**config.mk**
```make
export PLATFORM = sky130hd
export DESIGN_NAME = serial_adder
export DESIGN_NICKNAME = d
export VERILOG_FILES = /design/src/rtl/serial_adder_pkg.sv /design/src/rtl/full_adder_cell.sv /design/src/rtl/serial_adder.sv
export SDC_FILE = /design/constraint.sdc
export NUM_CORES = 1
export LEC_CHECK = 0
export ABC_AREA = 1
export BUFFER_PORTS_ARGS = -buffer_cell sky130_fd_sc_hd__buf_2
export CAP_MARGIN = 10
export CORE_MARGIN = 3
export CORE_UTILIZATION = 27
export DETAILED_ROUTE_END_ITERATION = 10
export HOLD_SLACK_MARGIN = 0.05
export SYNTH_ARGS = -nofsm -noshare
export SYNTH_HDL_FRONTEND = slang
export SYNTH_SLANG_ARGS = --single-unit
```
**constraint.sdc**
```tcl
create_clock -name clk -period 1.8 [get_ports clk]
set_clock_uncertainty 0.1 [all_clocks]
set_input_delay 0.09 -clock clk [delete_from_list [all_inputs] [get_ports clk]]
set_output_delay 0.09 -clock clk [all_outputs]
set_load 0.01 [all_outputs]
```
**src/rtl/serial_adder_pkg.sv**
```systemverilog
// serial_adder_pkg: shared FSM encoding and legal WIDTH bounds for the serial adder.
package serial_adder_pkg;
  typedef enum logic [1:0] {
    S_IDLE  = 2'd0,
    S_SHIFT = 2'd1,
    S_DONE  = 2'd2
  } state_t;
  localparam int WIDTH_MIN = 2;
  localparam int WIDTH_MAX = 32;
endpackage

```
**src/rtl/full_adder_cell.sv**
```systemverilog
// full_adder_cell: single-bit combinational full adder.
module full_adder_cell (
  input  logic a,
  input  logic b,
  input  logic ci,
  output logic s,
  output logic co
);
  assign s  = a ^ b ^ ci;
  assign co = (a & b) | (ci & (a ^ b));
endmodule

```
**src/rtl/serial_adder.sv**
```systemverilog
// serial_adder: bit-serial LSB-first adder/subtractor with start/busy/done handshake.
module serial_adder
  import serial_adder_pkg::*;
#(
  parameter int WIDTH = 8
) (
  input  logic             clk,
  input  logic             rst_n,
  input  logic             start,
  input  logic             sub,
  input  logic [WIDTH-1:0] a,
  input  logic [WIDTH-1:0] b,
  input  logic             cin,
  output logic [WIDTH-1:0] sum,
  output logic             cout,
  output logic             ovf,
  output logic             busy,
  output logic             done
);
  localparam int CNT_W = $clog2(WIDTH + 1);
  state_t state, state_nx;
  logic [WIDTH-1:0] sh_a, sh_b;
  logic [CNT_W-1:0] cnt;
  logic carry, msb_ci, s, co, accept, last;
  full_adder_cell u_fa (.a(sh_a[0]), .b(sh_b[0]), .ci(carry), .s(s), .co(co));
  always_comb begin
    accept   = state == S_IDLE && start;
    last     = state == S_SHIFT && cnt == CNT_W'(WIDTH - 1);
    state_nx = accept ? S_SHIFT : state == S_SHIFT ? (last ? S_DONE : S_SHIFT) : S_IDLE;
  end
  always_ff @(posedge clk or negedge rst_n)
    if (!rst_n) state <= S_IDLE;
    else        state <= state_nx;
  // Subtraction is A + ~B + 1: B is inverted at load and carry seeded with 1.
  always_ff @(posedge clk or negedge rst_n) begin
    if (!rst_n) begin
      sh_a   <= '0;
      sh_b   <= '0;
      sum    <= '0;
      cnt    <= '0;
      carry  <= 1'b0;
      msb_ci <= 1'b0;
      cout   <= 1'b0;
      ovf    <= 1'b0;
      busy   <= 1'b0;
      done   <= 1'b0;
    end else if (accept) begin
      sh_a   <= a;
      sh_b   <= sub ? ~b : b;
      carry  <= sub | cin;
      cnt    <= '0;
      sum    <= '0;
      msb_ci <= 1'b0;
      cout   <= 1'b0;
      ovf    <= 1'b0;
      busy   <= 1'b1;
      done   <= 1'b0;
    end else if (state == S_SHIFT) begin
      sum   <= {s, sum[WIDTH-1:1]};
      sh_a  <= sh_a >> 1;
      sh_b  <= sh_b >> 1;
      carry <= co;
      cnt   <= cnt + CNT_W'(1);
      if (cnt == CNT_W'(WIDTH - 2)) msb_ci <= co;
      if (last) begin
        cout <= co;
        ovf  <= msb_ci ^ co;
        busy <= 1'b0;
        done <= 1'b1;
      end
    end else begin
      done <= 1'b0;
    end
  end
endmodule

```
==> run summary, run 1 <==
RSZ-0062 raised after global routing: no
ANT cells: 0
Yosys reg bits: 36
Adder-Cell Fraction of Synth Area: 2.61%
Leak: 1.16 nW
Peak Freq: 682 MHz
Synth Flop Type: dfrtp_1
Worst setup EP type: register
Slowest CP cell: dfrtp_1
Post-CTS Resized: 0
VDD IR-drop max: 0.619 mV
Max Cap Viol: 0
Seq. cell area: 901 um^2
Mux contribution to synthesized area: 0%
Initial Utilization: 28.5%
Final Wtd Congestion: 0.815
Pin count of the biggest net entering global routing: 37
Synth top cells by count: nand2_1 (82), dfrtp_1 (36), inv_1 (24)
Min-delay src: b[5]
Syn avg cell area: 8.30 um^2
XOR/XNOR share of the synthesized area: 3.05%
Initial antenna violation count: 0
Clock Sinks: 36
Syn_nets: 232
Worst skew pair latency: 0.29 ns
Max FO, Critical Path: 17
IO Count: 33
Htree depth: 2
CP Cell Sequence: inv_2 > nand2_2 > inv_2 > nand2_2 > nand3_1 > nand2_1
Leading area contributor after synthesis: dfrtp_1
Final WL: 3740 um
DP HPWL: 2550 um
Largest family of logic cells by synthesized area: simple AND/OR/NAND/NOR gates
Gr ovfl total: 0
CTS tree: yes
WP data required: 1.88 ns
Clock power frac: 19.0%
Final net count: 278
Top-area cell type share of the netlist area: 52.2%
Slew Viols, Final: 0
Multi-input logic area: 662 um^2
Arr. time, crit path: 1.55 ns
Int Power: 1.92 mW
Share of cells above drive strength 1: 19.2%
GRT Util Overall: 10.7%
Post-synth EDFFs: 0
Cts bufs inserted: 5
Slew HR: 69.9%
Via count: 1391
Worst setup path startpoint: state[1]
CTS Hold Buffers Added: 13
Final Hold Slack: 0.0701 ns
Area growth from synthesis to layout: 24.9%
Row count: 28
Netlist Area Pre-Place: 1730 um^2
First-pass GRT wire length: 6140 um
Crit path kind: reg -> reg
Outcome: finished clean
Worst slew pin tran: 0.451 ns
Die area: 7390 um^2
CP Launch Type: register
Worst Hold Class: in -> reg
Sequential share of power: 43.7%
Simple-gate share of the synthesized area: 27.3%
Final Hold Fails: 0
Final period util: 81.5%
Core area: 6060 um^2
Syn Inst Count: 208
# fillers: 647
Die Span Y: 85.9 um
Clock Path Buffers: 2
Crit-path max cell delay: 0.39 ns
Ranking of synthesized cells by area: dfrtp_1 (52%), nand2_1 (18%), nand3_1 (5.5%)
Sw power: 1.22 mW
# DRC: 0
Clk pin slew, worst setup/hold paths: 0.07 ns
Wire length per cell: 11.3 um
Most instantiated library cell after synthesis: nand2_1
Port Buf Inserts: 32
Post-synthesis sequential area ratio: 52.2%
Synth cell types: 22
R2r startpoint: state[1]
Post-CTS Setup Bufs: 0
Routed Antenna Nets: 0
Comb power frac: 37.3%
# setup viols final: 0
Starting DRC count in detailed routing: 107
CTS Root Cell: clkbuf_8
1st-pass router iterations: 4
Switch share: 38.8%
Post-route setup TNS: 0 ns
Synth Area in Compound Gates: 5.37%
Drt via density: 4.22
Minimum clock period: 1.47 ns
Async set-reset flop share out of synthesis: 100%
Vias in the first global route: 1333
Die Span X: 85.9 um
Power Density: 1460 nW/um^2
Yosys warnings: 0
[path summary, 6_finish.rpt]
| check | to | slack, ns | depth (start not counted) |
|---|---|---|---|
| max | cout | 0.33 | 6 |
| min | sh_b[5] | 0.07 | 6 |
| max reg2reg | cout | 0.33 | 6 |
| min reg2reg | sum[0] | 0.38 | 2 |
| max in group asynchronous | cnt[1] | 1.01 | 3 |
| min in group asynchronous | sh_a[6] | 0.27 | 3 |
[power by group through the flow]
stage               clock network, mW  logic (mW)  registers (mW)
finish                          0.595        1.17            1.37
global route                    0.649        1.33            1.42
floorplan                           0       0.837            1.40
global placement                    0        1.15            1.38
detailed placement                  0        1.17            1.38
CTS                             0.615        1.20            1.38
[worst max-delay path, delay by kind of cell (launching register included)]
kind	cells	cell delay, ns
buffers and inverters	2	0.38
and+or+nand+nor	4	0.47
DFF	1	0.39
[sequential cells by signal (all words and copies together) (netlist names)]
register,flops
sh_a,8
sh_b,8
sum,8
cnt,4
state,2
busy,1
carry,1
cout,1
done,1
msb_ci,1
ovf,1
[metal layers]
layer  global-route usage [%]  vias up  share of wire [%]
met5                        0        -                  0
met4                     4.32        0                1.7
met3                     3.27        6                5.4
met2                     15.8       30                 42
met1                     14.4      619                 51
li1                         -      736                  -
[stage by stage]
step	cells	util (%)	power [mW]	worst slack, ns	instance area, um^2
final	330	35.6	3.14	0.333	2160
after global routing	330	35.6	3.40	0.242	2160
after CTS	330	35.6	3.19	0.346	2160
after detailed placement	309	31.9	2.55	0.358	1930
after global placement	309	31.9	2.54	0.375	1930
after floorplan	208	-	2.24	0.458	1730
[placed cells by master (no fill, tap or decap), types with 6 or more instances in the layout]
cell and count:
o21ai_0 6, clkbuf_8 6, buf_2 32, nand3_1 19, dfrtp_1 36, o22ai_1 8, nand2_1 82, inv_1 24
dlygate4sd3_1 13
[cell type report]
type | count | share of cell area [%]
clock inverter | 1 | 0.348
tap | 75 | 4.35
timing repair buffer | 46 | 13.8
sequential | 36 | 41.8
inverter | 28 | 4.99
clock buffer | 7 | 4.00
multi-input combinational | 137 | 30.7
[logic make-up after synthesis]
group                      after synthesis
DFF                                     36
buffers and inverters                   35
AOI/OAI and AO/OA                       16
xor gates and xnor gates                 6
and+or+nand+nor                        112
adders and majority gates                3
(Power assumes the default switching activity.)
==> inputs of run 2 (changes only) <==
Clock period 1.8 ns to 1.4 ns, I/O delays scaled along.
==> run 2 against run 1 <==
  * Non-clock buffer count grew 6
  * Cell area grew 6.3%
  * Wire length grew 1.9%
  * Power grew 42%
  * Largest cell class unchanged
  * Sequential power grew 29%
  * Fmax grew 11%
==> run summary, run 2 (same netlist as run 1, synthesis figures left out) <==
CP Launch Type: register (unchanged)
Pre-CTS WS: 0.00753 ns (was 0.358 ns)
Total chip power: 4.47 mW (was 3.14 mW)
Worst skew pair latency: 0.29 ns (about the same)
Post-route setup TNS: 0 ns (unchanged)
Minimum clock period: 1.32 ns (was 1.47 ns)
Biggest regs: sh_a: 8 flops, sh_b: 8 flops, sum: 8 flops (unchanged)
Outcome: finished clean (unchanged)
Worst setup EP type: register (unchanged)
Reg2reg end: ovf (was cout)
Final Wtd Congestion: 0.795 (was 0.815)
Final period util: 94.3% (was 81.5%)
Worst Hold Class: in -> reg (unchanged)
IO Count: 33 (unchanged)
Cts bufs inserted: 5 (unchanged)
Slew Viols, Final: 0 (unchanged)
Die area: 7390 um^2 (unchanged)
Row count: 28 (unchanged)
Final Hold Fails: 0 (unchanged)
DP HPWL: 2690 um (was 2550 um)
GRT Util Overall: 10.9% (was 10.7%)
Slew HR: 73.5% (was 69.9%)
Hold Path Sink: carry (was sh_b[5])
# fillers: 645 (was 647)
Max FO, Critical Path: 4 (was 17)
Area growth from synthesis to layout: 32.8% (was 24.9%)
# setup viols final: 0 (unchanged)
Reg2reg setup slack: 0.08 ns (was 0.33 ns)
Peak Freq: 757 MHz (was 682 MHz)
Final net count: 284 (was 278)
Final WL: 3810 um (was 3740 um)
Commonest cells after routing, fill and taps aside: nand2_1 (82), dfrtp_1 (36), buf_2 (32) (unchanged)
Commonest non-fill, non-tap cell in the layout: nand2_1 (unchanged)
CTS tree: yes (unchanged)
Clock Path Buffers: 2 (unchanged)
Vias in the first global route: 1415 (was 1333)
Final Worst Setup Slack: 0.0794 ns (was 0.333 ns)
Initial antenna violation count: 0 (unchanged)
Seq. cell area: 901 um^2 (unchanged)
Pin count of the biggest net entering global routing: 22 (was 37)
Crit path kind: reg -> reg (unchanged)
ANT cells: 0 (unchanged)
Post-CTS Setup Bufs: 0 (unchanged)
1st-pass router iterations: 4 (unchanged)
Core area: 6060 um^2 (unchanged)
Clock Sinks: 36 (unchanged)
Worst r2r path cells: 4 (was 6)
Starting DRC count in detailed routing: 111 (was 107)
Initial Utilization: 28.5% (unchanged)
Die Span X: 85.9 um (unchanged)
RSZ-0062 raised after global routing: no (unchanged)
Max Cap Viol: 0 (unchanged)
Htree depth: 2 (unchanged)
Final Hold Slack: 0.0514 ns (was 0.0701 ns)
Wire length per cell: 11.3 um (about the same)
Drt via density: 4.29 (was 4.22)
Share of cells above drive strength 1: 21.8% (was 19.2%)
Gr ovfl total: 0 (unchanged)
Multi-input logic area: 667 um^2 (was 662 um^2)
Die Span Y: 85.9 um (unchanged)
VDD IR-drop max: 0.585 mV (was 0.619 mV)
Clk pin slew, worst setup/hold paths: 0.07 ns (about the same)
Port Buf Inserts: 32 (unchanged)
Worst slew pin tran: 0.397 ns (was 0.451 ns)
Via count: 1440 (was 1391)
Arr. time, crit path: 1.40 ns (was 1.55 ns)
Routed Antenna Nets: 0 (unchanged)
First-pass GRT wire length: 6360 um (was 6140 um)
WP data required: 1.48 ns (was 1.88 ns)
Leak: 1.22 nW (was 1.16 nW)
R2r startpoint: sh_a[0] (was state[1])
# DRC: 0 (unchanged)
Power Density: 1950 nW/um^2 (was 1460 nW/um^2)
CTS Root Cell: clkbuf_8 (unchanged)
Min-delay src: start (was b[5])
Hold Crit Depth: 5 (was 6)
[run 2: through the flow]
stage,area (um^2),util (%),std cells
3_5_place_dp,2020,33.3,314
5_1_grt,2290,37.8,336
2_1_floorplan,1730,-,208
6_report,2290,37.8,336
4_1_cts,2290,37.8,336
3_3_place_gp,2020,33.3,314
[run 2: worst max path at each step]
stage | from | end | slack (ns) | cells after the start
2_1_floorplan | carry | ovf | 0.06 | 4
3_3_place_gp | carry | ovf | 0.006 | 4
3_5_place_dp | carry | ovf | 0.008 | 4
4_1_cts | carry | ovf | 0.06 | 4
5_1_grt | state[0] | cnt[1] | 0.01 | 5
6_report | sh_a[0] | ovf | 0.08 | 4
[run 2: routing by layer]
metal | global-route usage [%] | vias to the layer above | routed length [um]
met5 | 0 | - | 0
met4 | 3.45 | 0 | 38
li1 | - | 749 | -
met3 | 3.84 | 4 | 200
met1 | 14.3 | 652 | 1890
met2 | 16.9 | 35 | 1680
[run 2: layout make-up]
class / instances / share of cell area, %
flip-flops and latches: 36 / 39.3
multi-input cells: 137 / 29.1
repair buffers: 52 / 17.3
inverters: 28 / 4.70
clock buffers: 7 / 4.21
well taps: 75 / 4.10
clock inverters: 1 / 1.31
[run 2: power by group]
part	internal (mW)	switching (mW)	leakage, nW
clock network	0.628	0.370	0.0645
registers	1.48	0.284	0.464
logic	0.739	0.964	0.696
[run 2: worst max-delay path, cell delays in order (launching register included)]
cell and delay (ns):
dfrtp_1 0.41, fa_2 0.43, xor2_1 0.15, nand2_1 0.07
nand2_1 0.05
[run 2: what timing repair did]
item                                    4_1_cts  5_1_grt
pin swaps                                     0        2
endpoints found under the hold margin        49        0
endpoints found under the setup margin        1        3
gates resized for setup                       1        1
hold buffers                                 14        0
==> inputs of run 3 (changes only) <==
==> constraint.sdc (replaced) <==
create_clock -name clk -period 1.4 [get_ports clk]
set_clock_uncertainty 0.1 [all_clocks]
set_input_delay 0.21 -clock clk [delete_from_list [all_inputs] [get_ports clk]]
set_output_delay 0.21 -clock clk [all_outputs]
set_load 0.01 [all_outputs]
==> run 3 against run 2 <==
  * Utilization fell by 0.70 points
  * Global-route usage grew 0.17 points
  * Power shrank 0.86%
  * Critical path depth unchanged
  * Critical endpoint is now cout
  * Largest cell class unchanged
==> run summary, run 3 (same netlist as run 1, synthesis figures left out) <==
Outcome: finished clean (unchanged)
CTS Root Cell: clkbuf_8 (unchanged)
Initial Utilization: 28.5% (unchanged)
Final Hold Fails: 0 (unchanged)
Wire length per cell: 11.3 um (about the same)
Worst skew pair latency: 0.29 ns (about the same)
Comb power frac: 39.6% (was 38.1%)
Row count: 28 (unchanged)
Worst slew pin tran: 0.400 ns (was 0.397 ns)
Slew HR: 73.3% (was 73.5%)
ANT cells: 0 (unchanged)
Sequential share of power: 40.0% (was 39.5%)
Sw power: 1.64 mW (was 1.62 mW)
Peak Freq: 744 MHz (was 757 MHz)
VDD IR-drop max: 0.605 mV (was 0.585 mV)
Post-route setup TNS: 0 ns (unchanged)
GRT Util Overall: 11.1% (was 10.9%)
Final WL: 3770 um (was 3810 um)
Final Hold Slack: 0.0952 ns (was 0.0514 ns)
Die Span Y: 85.9 um (unchanged)
Worst setup EP type: register (unchanged)
Minimum clock period: 1.34 ns (was 1.32 ns)
DP HPWL: 2720 um (was 2690 um)
Share of cells above drive strength 1: 23.3% (was 21.8%)
Clock Sinks: 36 (unchanged)
Pin count of the biggest net entering global routing: 22 (unchanged)
Int Power: 2.78 mW (was 2.85 mW)
First-pass GRT wire length: 6510 um (was 6360 um)
Starting DRC count in detailed routing: 59 (was 111)
# setup viols final: 0 (unchanged)
Power Density: 1970 nW/um^2 (was 1950 nW/um^2)
Leak: 1.20 nW (was 1.22 nW)
Area growth from synthesis to layout: 30.3% (was 32.8%)
Die area: 7390 um^2 (unchanged)
1st-pass router iterations: 4 (unchanged)
Max Cap Viol: 0 (unchanged)
CP Launch Type: register (unchanged)
Cts bufs inserted: 5 (unchanged)
Drt via density: 4.29 (about the same)
Final period util: 96.0% (was 94.3%)
IO Count: 33 (unchanged)
Slew Viols, Final: 0 (unchanged)
Initial antenna violation count: 0 (unchanged)
Core area: 6060 um^2 (unchanged)
Biggest regs: sh_a: 8 flops, sh_b: 8 flops, sum: 8 flops (unchanged)
# DRC: 0 (unchanged)
Clock Path Buffers: 2 (unchanged)
CTS tree: yes (unchanged)
Die Span X: 85.9 um (unchanged)
Final Wtd Congestion: 0.812 (was 0.795)
Commonest non-fill, non-tap cell in the layout: nand2_1 (unchanged)
Routed Antenna Nets: 0 (unchanged)
Commonest cells after routing, fill and taps aside: nand2_1 (82), dfrtp_1 (36), buf_2 (32) (unchanged)
Crit path kind: reg -> reg (unchanged)
Port Buf Inserts: 32 (unchanged)
Arr. time, crit path: 1.42 ns (was 1.40 ns)
Gr ovfl total: 0 (unchanged)
Worst Hold Class: in -> reg (unchanged)
Clock power frac: 20.4% (was 22.3%)
Vias in the first global route: 1409 (was 1415)
Switch share: 37.1% (was 36.2%)
WP data required: 1.48 ns (about the same)
Htree depth: 2 (unchanged)
Clk pin slew, worst setup/hold paths: 0.07 ns (about the same)
Final net count: 281 (was 284)
RSZ-0062 raised after global routing: no (unchanged)
Max FO, Critical Path: 3 (was 4)
Via count: 1430 (was 1440)
==> run 3: cell types whose count changed in the layout (fill, tap and decap cells not counted) <==
cell	previous run	this run
buf_4	2	4
clkbuf_8	7	5
clkinv_2	0	1
clkinvlp_4	0	1
dlygate4sd3_1	14	9
nand2_2	3	2
nand2_4	1	2
nor2_1	3	2
nor2_2	1	2
==> run 3: stage by stage <==
stage / power (mW) / setup WS (ns) / cells / util, % / area (um^2)
finish: 4.43 / 0.0563 / 333 / 37.1 / 2250
global route: 4.82 / 0.00362 / 333 / 37.1 / 2250
CTS: 4.46 / 0.0526 / 332 / 36.8 / 2230
detailed placement: 3.50 / 0.00418 / 315 / 33.4 / 2030
global placement: 3.45 / 0.0101 / 315 / 33.4 / 2030
floorplan: 2.88 / 0.0576 / 208 / - / 1730
==> run 3: worst paths after layout <==
kind                         start       to  slack, ns  cells after the start
min in group asynchronous    rst_n   sum[4]       0.28                      2
setup / recovery           sh_a[0]     cout       0.06                      4
hold reg to reg            sh_b[6]  sh_b[6]       0.38                      2
max in group asynchronous    rst_n  sh_b[6]       0.48                      3
hold / removal                b[3]  sh_b[3]        0.1                      4
setup reg to reg           sh_a[0]     cout       0.06                      4
==> run 3: power groups by stage <==
stage               combinational, mW  clock, mW  sequential [mW]
finish                           1.76      0.903             1.77
detailed placement               1.72          0             1.77
floorplan                        1.08          0             1.80
global placement                 1.68          0             1.77
global route                     2.00      0.986             1.84
CTS                              1.76      0.935             1.76
==> run 3: cell type report <==
class                           instances  area, um^2
Clock buffer                            5        68.8
Clock inverter                          3        42.5
Fill cell                             642        3810
Inverter                               28         108
Multi-Input combinational cell        137         674
Sequential cell                        36         901
Tap cell                               75        93.8
Timing Repair Buffer                   49         360
==> run 3: layer usage <==
layer	global-route usage (%)	routed length (um)
met5	0	0
met4	3.88	53
met3	3.55	219
met2	16.5	1600
met1	15.2	1890
==> run 3: repair_timing <==
item / 4_1_cts / 5_1_grt
pin swaps: 0 / 2
endpoints found under the setup margin: 1 / 4
resized for setup: 1 / 3
setup buffers: 0 / 1
hold endpoints to repair: 23 / 0
hold buffers: 9 / 0
==> run 3: worst max-delay path, stage by stage (launching register included) <==
cell	delay, ns
dfrtp_1	0.41
fa_2	0.43
buf_4	0.15
nand4_1	0.08
nand2_1	0.06
